$ cat config.mk
export PLATFORM = sky130hd
export DESIGN_NAME = mem_port_arbiter
export DESIGN_NICKNAME = d
export VERILOG_FILES = /design/src/rtl/mem_port_arbiter_pkg.sv /design/src/rtl/mem_port_arbiter_perf.sv /design/src/rtl/mem_port_arbiter.sv
export SDC_FILE = /design/constraint.sdc
export NUM_CORES = 1
export LEC_CHECK = 0
export BUFFER_PORTS_ARGS = -buffer_cell sky130_fd_sc_hd__buf_2
export CAP_MARGIN = 25
export CORE_AREA = 2 2 108 110
export DETAILED_ROUTE_END_ITERATION = 10
export DIE_AREA = 0 0 110 112
export GPL_ROUTABILITY_DRIVEN = 0
export HOLD_SLACK_MARGIN = 0.15
export PLACE_DENSITY = 0.66
export SYNTH_ARGS = -nofsm -noshare
export SYNTH_HDL_FRONTEND = slang
export SYNTH_SLANG_ARGS = --single-unit
$ cat constraint.sdc
create_clock -name clk -period 1.8 [get_ports clk]
set_input_delay 0.54 -clock clk [delete_from_list [all_inputs] [get_ports clk]]
set_output_delay 0.54 -clock clk [all_outputs]
set_load 0.03 [all_outputs]
$ cat src/rtl/mem_port_arbiter_pkg.sv
// Shared types for the I/D memory port arbiter.
// FSM states and grant-side encoding.
package mem_arb_types;

  typedef enum logic [1:0] {
    IDLE,
    BUSY_I,
    BUSY_D
  } arb_state_t;

  typedef enum logic {
    GNT_I,
    GNT_D
  } arb_gnt_t;

endpackage

$ cat src/rtl/mem_port_arbiter_perf.sv
// Grant and conflict event counters for the arbiter.
// All counters wrap at 2^32 and clear on reset.
module mem_arb_perf (
  input  logic        clk,
  input  logic        rst,
  input  logic        gnt_i,
  input  logic        gnt_d,
  input  logic        conflict,
  output logic [31:0] perf_i_gnt,
  output logic [31:0] perf_d_gnt,
  output logic [31:0] perf_conflict
);

  // count each grant event and each contended idle cycle
  always_ff @(posedge clk) begin
    if (!rst) begin
      perf_i_gnt    <= '0;
      perf_d_gnt    <= '0;
      perf_conflict <= '0;
    end else begin
      if (gnt_i)
        perf_i_gnt <= perf_i_gnt + 32'd1;
      if (gnt_d)
        perf_d_gnt <= perf_d_gnt + 32'd1;
      if (conflict)
        perf_conflict <= perf_conflict + 32'd1;
    end
  end

endmodule

$ cat src/rtl/mem_port_arbiter.sv
// Shares one memory port between fetch (I) and load/store (D).
// Optional counters when MEM_ARB_PERF_EN is defined.
module mem_port_arbiter
  import mem_arb_types::*;
#(
  parameter int ADDR_W = 32,
  parameter int DATA_W = 32
) (
  input  logic                clk,
  input  logic                rst,
  input  logic                i_read,
  input  logic [ADDR_W-1:0]   i_addr,
  output logic [DATA_W-1:0]   i_rdata,
  output logic                i_resp,
  input  logic                d_read,
  input  logic                d_write,
  input  logic [ADDR_W-1:0]   d_addr,
  input  logic [DATA_W-1:0]   d_wdata,
  input  logic [DATA_W/8-1:0] d_wmask,
  output logic [DATA_W-1:0]   d_rdata,
  output logic                d_resp,
  output logic                mem_read,
  output logic                mem_write,
  output logic [ADDR_W-1:0]   mem_addr,
  output logic [DATA_W-1:0]   mem_wdata,
  output logic [DATA_W/8-1:0] mem_wmask,
  input  logic [DATA_W-1:0]   mem_rdata,
  input  logic                mem_resp
`ifdef MEM_ARB_PERF_EN
  ,
  output logic [31:0]         perf_i_gnt,
  output logic [31:0]         perf_d_gnt,
  output logic [31:0]         perf_conflict
`endif
);

  localparam int MASK_W = DATA_W / 8;

  arb_state_t          state, state_n;
  arb_gnt_t            last_gnt, last_n;
  logic                read_n, write_n;
  logic [ADDR_W-1:0]   addr_n;
  logic [DATA_W-1:0]   wdata_n;
  logic [MASK_W-1:0]   wmask_n;
  logic                d_req;
  logic                gnt_i, gnt_d;
  logic                conflict;

  assign d_req    = d_read | d_write;
  assign conflict = (state == IDLE) & i_read & d_req;

  // grant decision, next state and next mem_* register values
  always_comb begin
    state_n = state;
    last_n  = last_gnt;
    read_n  = mem_read;
    write_n = mem_write;
    addr_n  = mem_addr;
    wdata_n = mem_wdata;
    wmask_n = mem_wmask;
    gnt_i   = 1'b0;
    gnt_d   = 1'b0;
    unique case (state)
      IDLE: begin
        if (conflict) begin
          gnt_d = (last_gnt == GNT_I);
          gnt_i = (last_gnt == GNT_D);
        end else begin
          gnt_i = i_read;
          gnt_d = d_req & ~i_read;
        end
        if (gnt_i) begin
          state_n = BUSY_I;
          read_n  = 1'b1;
          write_n = 1'b0;
          addr_n  = i_addr;
          wdata_n = '0;
          wmask_n = '1;
        end
        if (gnt_d) begin
          state_n = BUSY_D;
          read_n  = ~d_write;
          write_n = d_write;
          addr_n  = d_addr;
          wdata_n = d_write ? d_wdata : '0;
          wmask_n = d_write ? d_wmask : '1;
        end
      end
      BUSY_I: begin
        if (mem_resp) begin
          state_n = IDLE;
          read_n  = 1'b0;
          write_n = 1'b0;
          last_n  = GNT_I;
        end
      end
      BUSY_D: begin
        if (mem_resp) begin
          state_n = IDLE;
          read_n  = 1'b0;
          write_n = 1'b0;
          last_n  = GNT_D;
        end
      end
      default: begin
        state_n = IDLE;
        read_n  = 1'b0;
        write_n = 1'b0;
      end
    endcase
  end

  // state, grant history and registered memory request
  always_ff @(posedge clk) begin
    if (!rst) begin
      state     <= IDLE;
      last_gnt  <= GNT_I;
      mem_read  <= 1'b0;
      mem_write <= 1'b0;
      mem_addr  <= '0;
      mem_wdata <= '0;
      mem_wmask <= '0;
    end else begin
      state     <= state_n;
      last_gnt  <= last_n;
      mem_read  <= read_n;
      mem_write <= write_n;
      mem_addr  <= addr_n;
      mem_wdata <= wdata_n;
      mem_wmask <= wmask_n;
    end
  end

  assign i_resp  = (state == BUSY_I) & mem_resp;
  assign d_resp  = (state == BUSY_D) & mem_resp;
  assign i_rdata = i_resp ? mem_rdata : '0;
  assign d_rdata = d_resp ? mem_rdata : '0;

`ifdef MEM_ARB_PERF_EN
  mem_arb_perf u_perf (
    .clk           (clk),
    .rst           (rst),
    .gnt_i         (gnt_i),
    .gnt_d         (gnt_d),
    .conflict      (conflict),
    .perf_i_gnt    (perf_i_gnt),
    .perf_d_gnt    (perf_d_gnt),
    .perf_conflict (perf_conflict)
  );
`endif

endmodule

Word level (Yosys, flattened, before mapping)

Cells that the tools add are included.

ROM bits: 0
Bits in writable memories: 0
Input bits: 138
Memories: 0
Bits in latches: 0
Register bits after elaboration: 73

Add/subtract/negate cells: 0
Eq/ne operators: 6
Multiply operators: 0
Muxes and demuxes: 27
Bitwise logic cells: 9
Div/mod/pow operators: 0
Shift operators: 0
Order comparisons: 0
Reduce and logical (&&, ||, !) cells: 7

Operator list:

| cell               | count |
|---|---|
| $mux 32            | 7 |
| $mux 4             | 3 |
| $mux 1             | 10 |
| $mux 2             | 3 |
| $pmux 1 s2         | 3 |
| $and 1x1->1        | 5 |
| $ne 2x2->1 const B | 2 |
| $pmux 2 s2         | 1 |
| $reduce_and 2->1   | 2 |
| $reduce_bool 2->1  | 2 |
| $ne 3x1->1 const B | 1 |
| $not 1->1          | 3 |
| $reduce_and 3->1   | 1 |
| $eq 2x1->1 const B | 1 |
| $eq 2x2->1 const B | 1 |
| $logic_not 2->1    | 1 |
| $ne 2x1->1 const B | 1 |
| $reduce_or 2->1    | 1 |
| $or 1x1->1         | 1 |

Depth between registers and ports, before layout

Depth in word-level cells: 8
Depth in mapped cells: 8
Mapped depth without buffers: 5

Least setup slack after synthesis

No wires, ideal clock.

Kind: input to output
From: input mem_resp
To: output d_rdata[13]
Slack: -0.056 ns
Cell stages on the path: 3
Data arrival time: 1.316 ns
Path through: clkbuf_1 -> clkbuf_1 -> and3_1

Longest elaborated chain between the ends: 2

Ends and longest elaborated chain:

| element     | RTL line                | RTL |
|---|---|---|
| from (decl) | mem_port_arbiter.sv:28  | `input logic mem_resp` |
| $and 1x1->1 | mem_port_arbiter.sv:135 | `assign d_resp = (state == BUSY_D) & mem_resp;` |
| $mux 32     | mem_port_arbiter.sv:137 | `assign d_rdata = d_resp ? mem_rdata : '0;` |
| to (decl)   | mem_port_arbiter.sv:20  | `output logic [DATA_W-1:0] d_rdata,` |

Every way passes these cells.

Worst setup path in the final report

From: register state[0]
To: output i_rdata[7]

Longest elaborated chain between the ends: 3

Ends and longest elaborated chain:

| element                | RTL line                | RTL |
|---|---|---|
| from (decl)            | mem_port_arbiter.sv:39  | `arb_state_t state, state_n;` |
| from (signal assigned) | mem_port_arbiter.sv:124 | `state <= state_n;` |
| $eq 2x1->1             | mem_port_arbiter.sv:134 | `assign i_resp = (state == BUSY_I) & mem_resp;` |
| $and 1x1->1            | mem_port_arbiter.sv:134 |  |
| $mux 32                | mem_port_arbiter.sv:136 | `assign i_rdata = i_resp ? mem_rdata : '0;` |
| to (decl)              | mem_port_arbiter.sv:13  | `output logic [DATA_W-1:0] i_rdata,` |

Every way passes these cells.

==> metrics.txt <==
synthesized area per cell 9.59 um2; share of cells above drive strength 1 60.3%; crit path DAT around 1.5 ns; endpoints failing hold 0; crit end category output pin; Pre-Repair DR Iteration Count 5; multi-input logic area 2120 um2; via count 4,225; Chip Height 112 um; first-pass GRT wire length 21.2 mm; compound-gate portion of the synthesized area between 20% and 30%; crit path launch type flop; Setup TNS -10.56 ns; initial antenna violation count 2; Cell Pwr Density 925 nW/um2; # hold bufs at CTS 0; WHS Path Cells 2; Wirelength per Cell ~18 um; critical path type flop to output pin; drt total wl between 10 and 15 mm; peak supply drop 0.000419 V; post-synthesis async set-or-reset flop share 0%; CTS tree done; Final Cycle Share 111%; worst skew pair latency 0.33 ns; Max FO, Critical Path 16; skew final around 0.007 ns; unrepaired setup endpoints after global routing yes; synthesized flop and latch total 73; vias in the first global route 4,102; I/O Pins 274; max-slew violations 0; Clock Pin Slew Worst Setup and Hold Paths 0.05 ns; R2R depth 10; Syn Std Cell Area 3620 um2; Worst Hold Class flop to flop; row cnt 39; status finished, violations left; final core occ 57.0%; TritonCTS buffer count 9; Initial Util about 32%; Cell variety after synth 30; Synth Instances ~380; Yosys warning count 0; die area 12,300 um2; Final HPWL DP 9.09 mm; CP required 1.26 ns; Die X about 110 um; max cap viols 0; final-report setup violation count 66; post-route ant nets 0; vias per cell approximately 5.3; clock sinks 73; final critical-path required period 2.00 ns; IO buf count around 270; drt drc 0; Sequential Area between 1000 and 1500 um2; failing checks negative setup slack; total gr overflow 0; Post-Synth Simple-Gate Area approximately a quarter; Slew @ Worst Pin approximately 0.67 ns; Post-Synth XOR/XNOR Area 0%; syn_nets ~520; Core Box Area 11,200 um2; Max Freq roughly 0.50 GHz; leakage between 2 and 3 nW; nets slightly below 800; initial DRC count 212; H-tree Lvls 3; dpl cells 763; fill count around 1,000; Synth-to-Final Area Change 75.8%; largest net degree at the start of global routing 68; EDFF count, synth 0; Slew HR 55.6%; GR Util All Layers 21.9%; clock tree buffer depth 2; largest family of logic cells by synthesized area simple AND/OR/NAND/NOR gates; Clock Tree Root clkbuf_16; final worst slack -0.203 ns; post-synthesis mux area share 0%; final std cells w/o fill between 700 and 800; sequential share of the synthesized area about two fifths; ys flop type dfxtp_1; Post-Synth Adder-Cell Area 1.04%
[registers in the layout, summed over array words and instances, names as in the netlist]
name / cells
mem_addr: 32
mem_wdata: 32
mem_wmask: 4
state: 2
last_gnt: 1
mem_read: 1
mem_write: 1
[layout by cell type, fill, tap and decap left out, drive strengths merged, types with 2 or more instances in the layout]
cell type | Yosys | layout
and3 | 64 | 64
buf | 17 | 300
and2 | 2 | 2
clkinvlp | 0 | 3
a32oi | 64 | 64
or3b | 32 | 32
diode | 0 | 2
nand2 | 7 | 7
clkbuf | 31 | 14
a21boi | 34 | 34
nor2b | 34 | 34
ha | 3 | 3
o32ai | 2 | 2
o221a | 4 | 4
dfxtp | 73 | 73
inv | 2 | 3
[critical path, stage by stage, from the launching register on]
cell and delay, ns:
dfxtp_4 0.38, ha_4 0.25, buf_16 0.17, and3_2 0.21, buf_6 0.13
[power by group]
part	internal (W)	switching, W	total (W)
combinational	0.000924	0.00126	0.00219
sequential	0.00180	0.0000983	0.00189
clock	0.00111	0.000695	0.00181
[layer usage]
metal	GRT usage (%)	up-vias	wire [um]
met4	9.11	0	440
met2	35.2	184	7030
met1	27.8	2002	6170
met5	0	-	0
li1	-	2001	-
met3	5.09	38	965
[layout make-up]
cell class | count | share of cell area (%)
antenna | 2 | 0.0786
clock buffer | 10 | 3.75
clock inverter | 6 | 1.04
inverter | 2 | 0.157
multi-input combinational | 255 | 33.3
sequential | 73 | 23.0
tap | 143 | 2.81
timing repair buffer | 304 | 35.8
[repair_timing]
| item | 4_1_cts | 5_1_grt |
|---|---|---|
| cloned | 4 | 5 |
| setup endpoints to repair | 66 | 98 |
| pin swaps | 6 | 10 |
| resized for setup | 163 | 7 |
| buffers inserted | 4 | 2 |
[cells in the mapped netlist, types with 2 or more instances]
master	number	share of area, %
o221a_2	4	1.2
and3_1	64	11
nand2_1	6	0.62
buf_4	3	0.62
a21boi_1	32	6.6
buf_6	3	0.93
clkbuf_1	31	3.2
ha_1	3	1.0
or3b_2	3	0.73
nor2b_1	34	5.9
and2_1	2	0.35
or3b_1	29	7.0
o32ai_1	2	0.48
buf_2	10	1.4
dfxtp_1	73	40
inv_1	2	0.21
a32oi_1	64	15
[cells by family (layout without fill, tap and decap cells)]
family,count (synthesis),in the layout
buffers and inverters,50,322
and+or+nand+nor,142,142
adders and majority gates,3,3
AOI/OAI and AO/OA,110,110
DFF,73,73
other,0,2
[path summary, 6_finish.rpt]
check                        start                        to  slack (ns)
max          state[0]$_SDFFE_PN0P_                i_rdata[7]       -0.20
min          mem_read$_SDFFE_PN0P_     mem_read$_SDFFE_PN0P_        0.48
max reg2reg  state[1]$_SDFFE_PN0P_  mem_addr[2]$_SDFFE_PN0P_        0.04
min reg2reg  mem_read$_SDFFE_PN0P_     mem_read$_SDFFE_PN0P_        0.48
[stage by stage]
stage / power [W] / setup slack [ns] / hold WS, ns / instance area, um2
floorplan: 0.00309 / 0.000810 / 0.453 / 3690
global placement: 0.00371 / 0.000587 / 0.459 / 5260
detailed placement: 0.00374 / -0.0143 / 0.469 / 5260
CTS: 0.00577 / -0.178 / 0.475 / 6210
global route: 0.00616 / -0.248 / 0.490 / 6370
finish: 0.00589 / -0.203 / 0.480 / 6370
(Power assumes the default switching activity.)
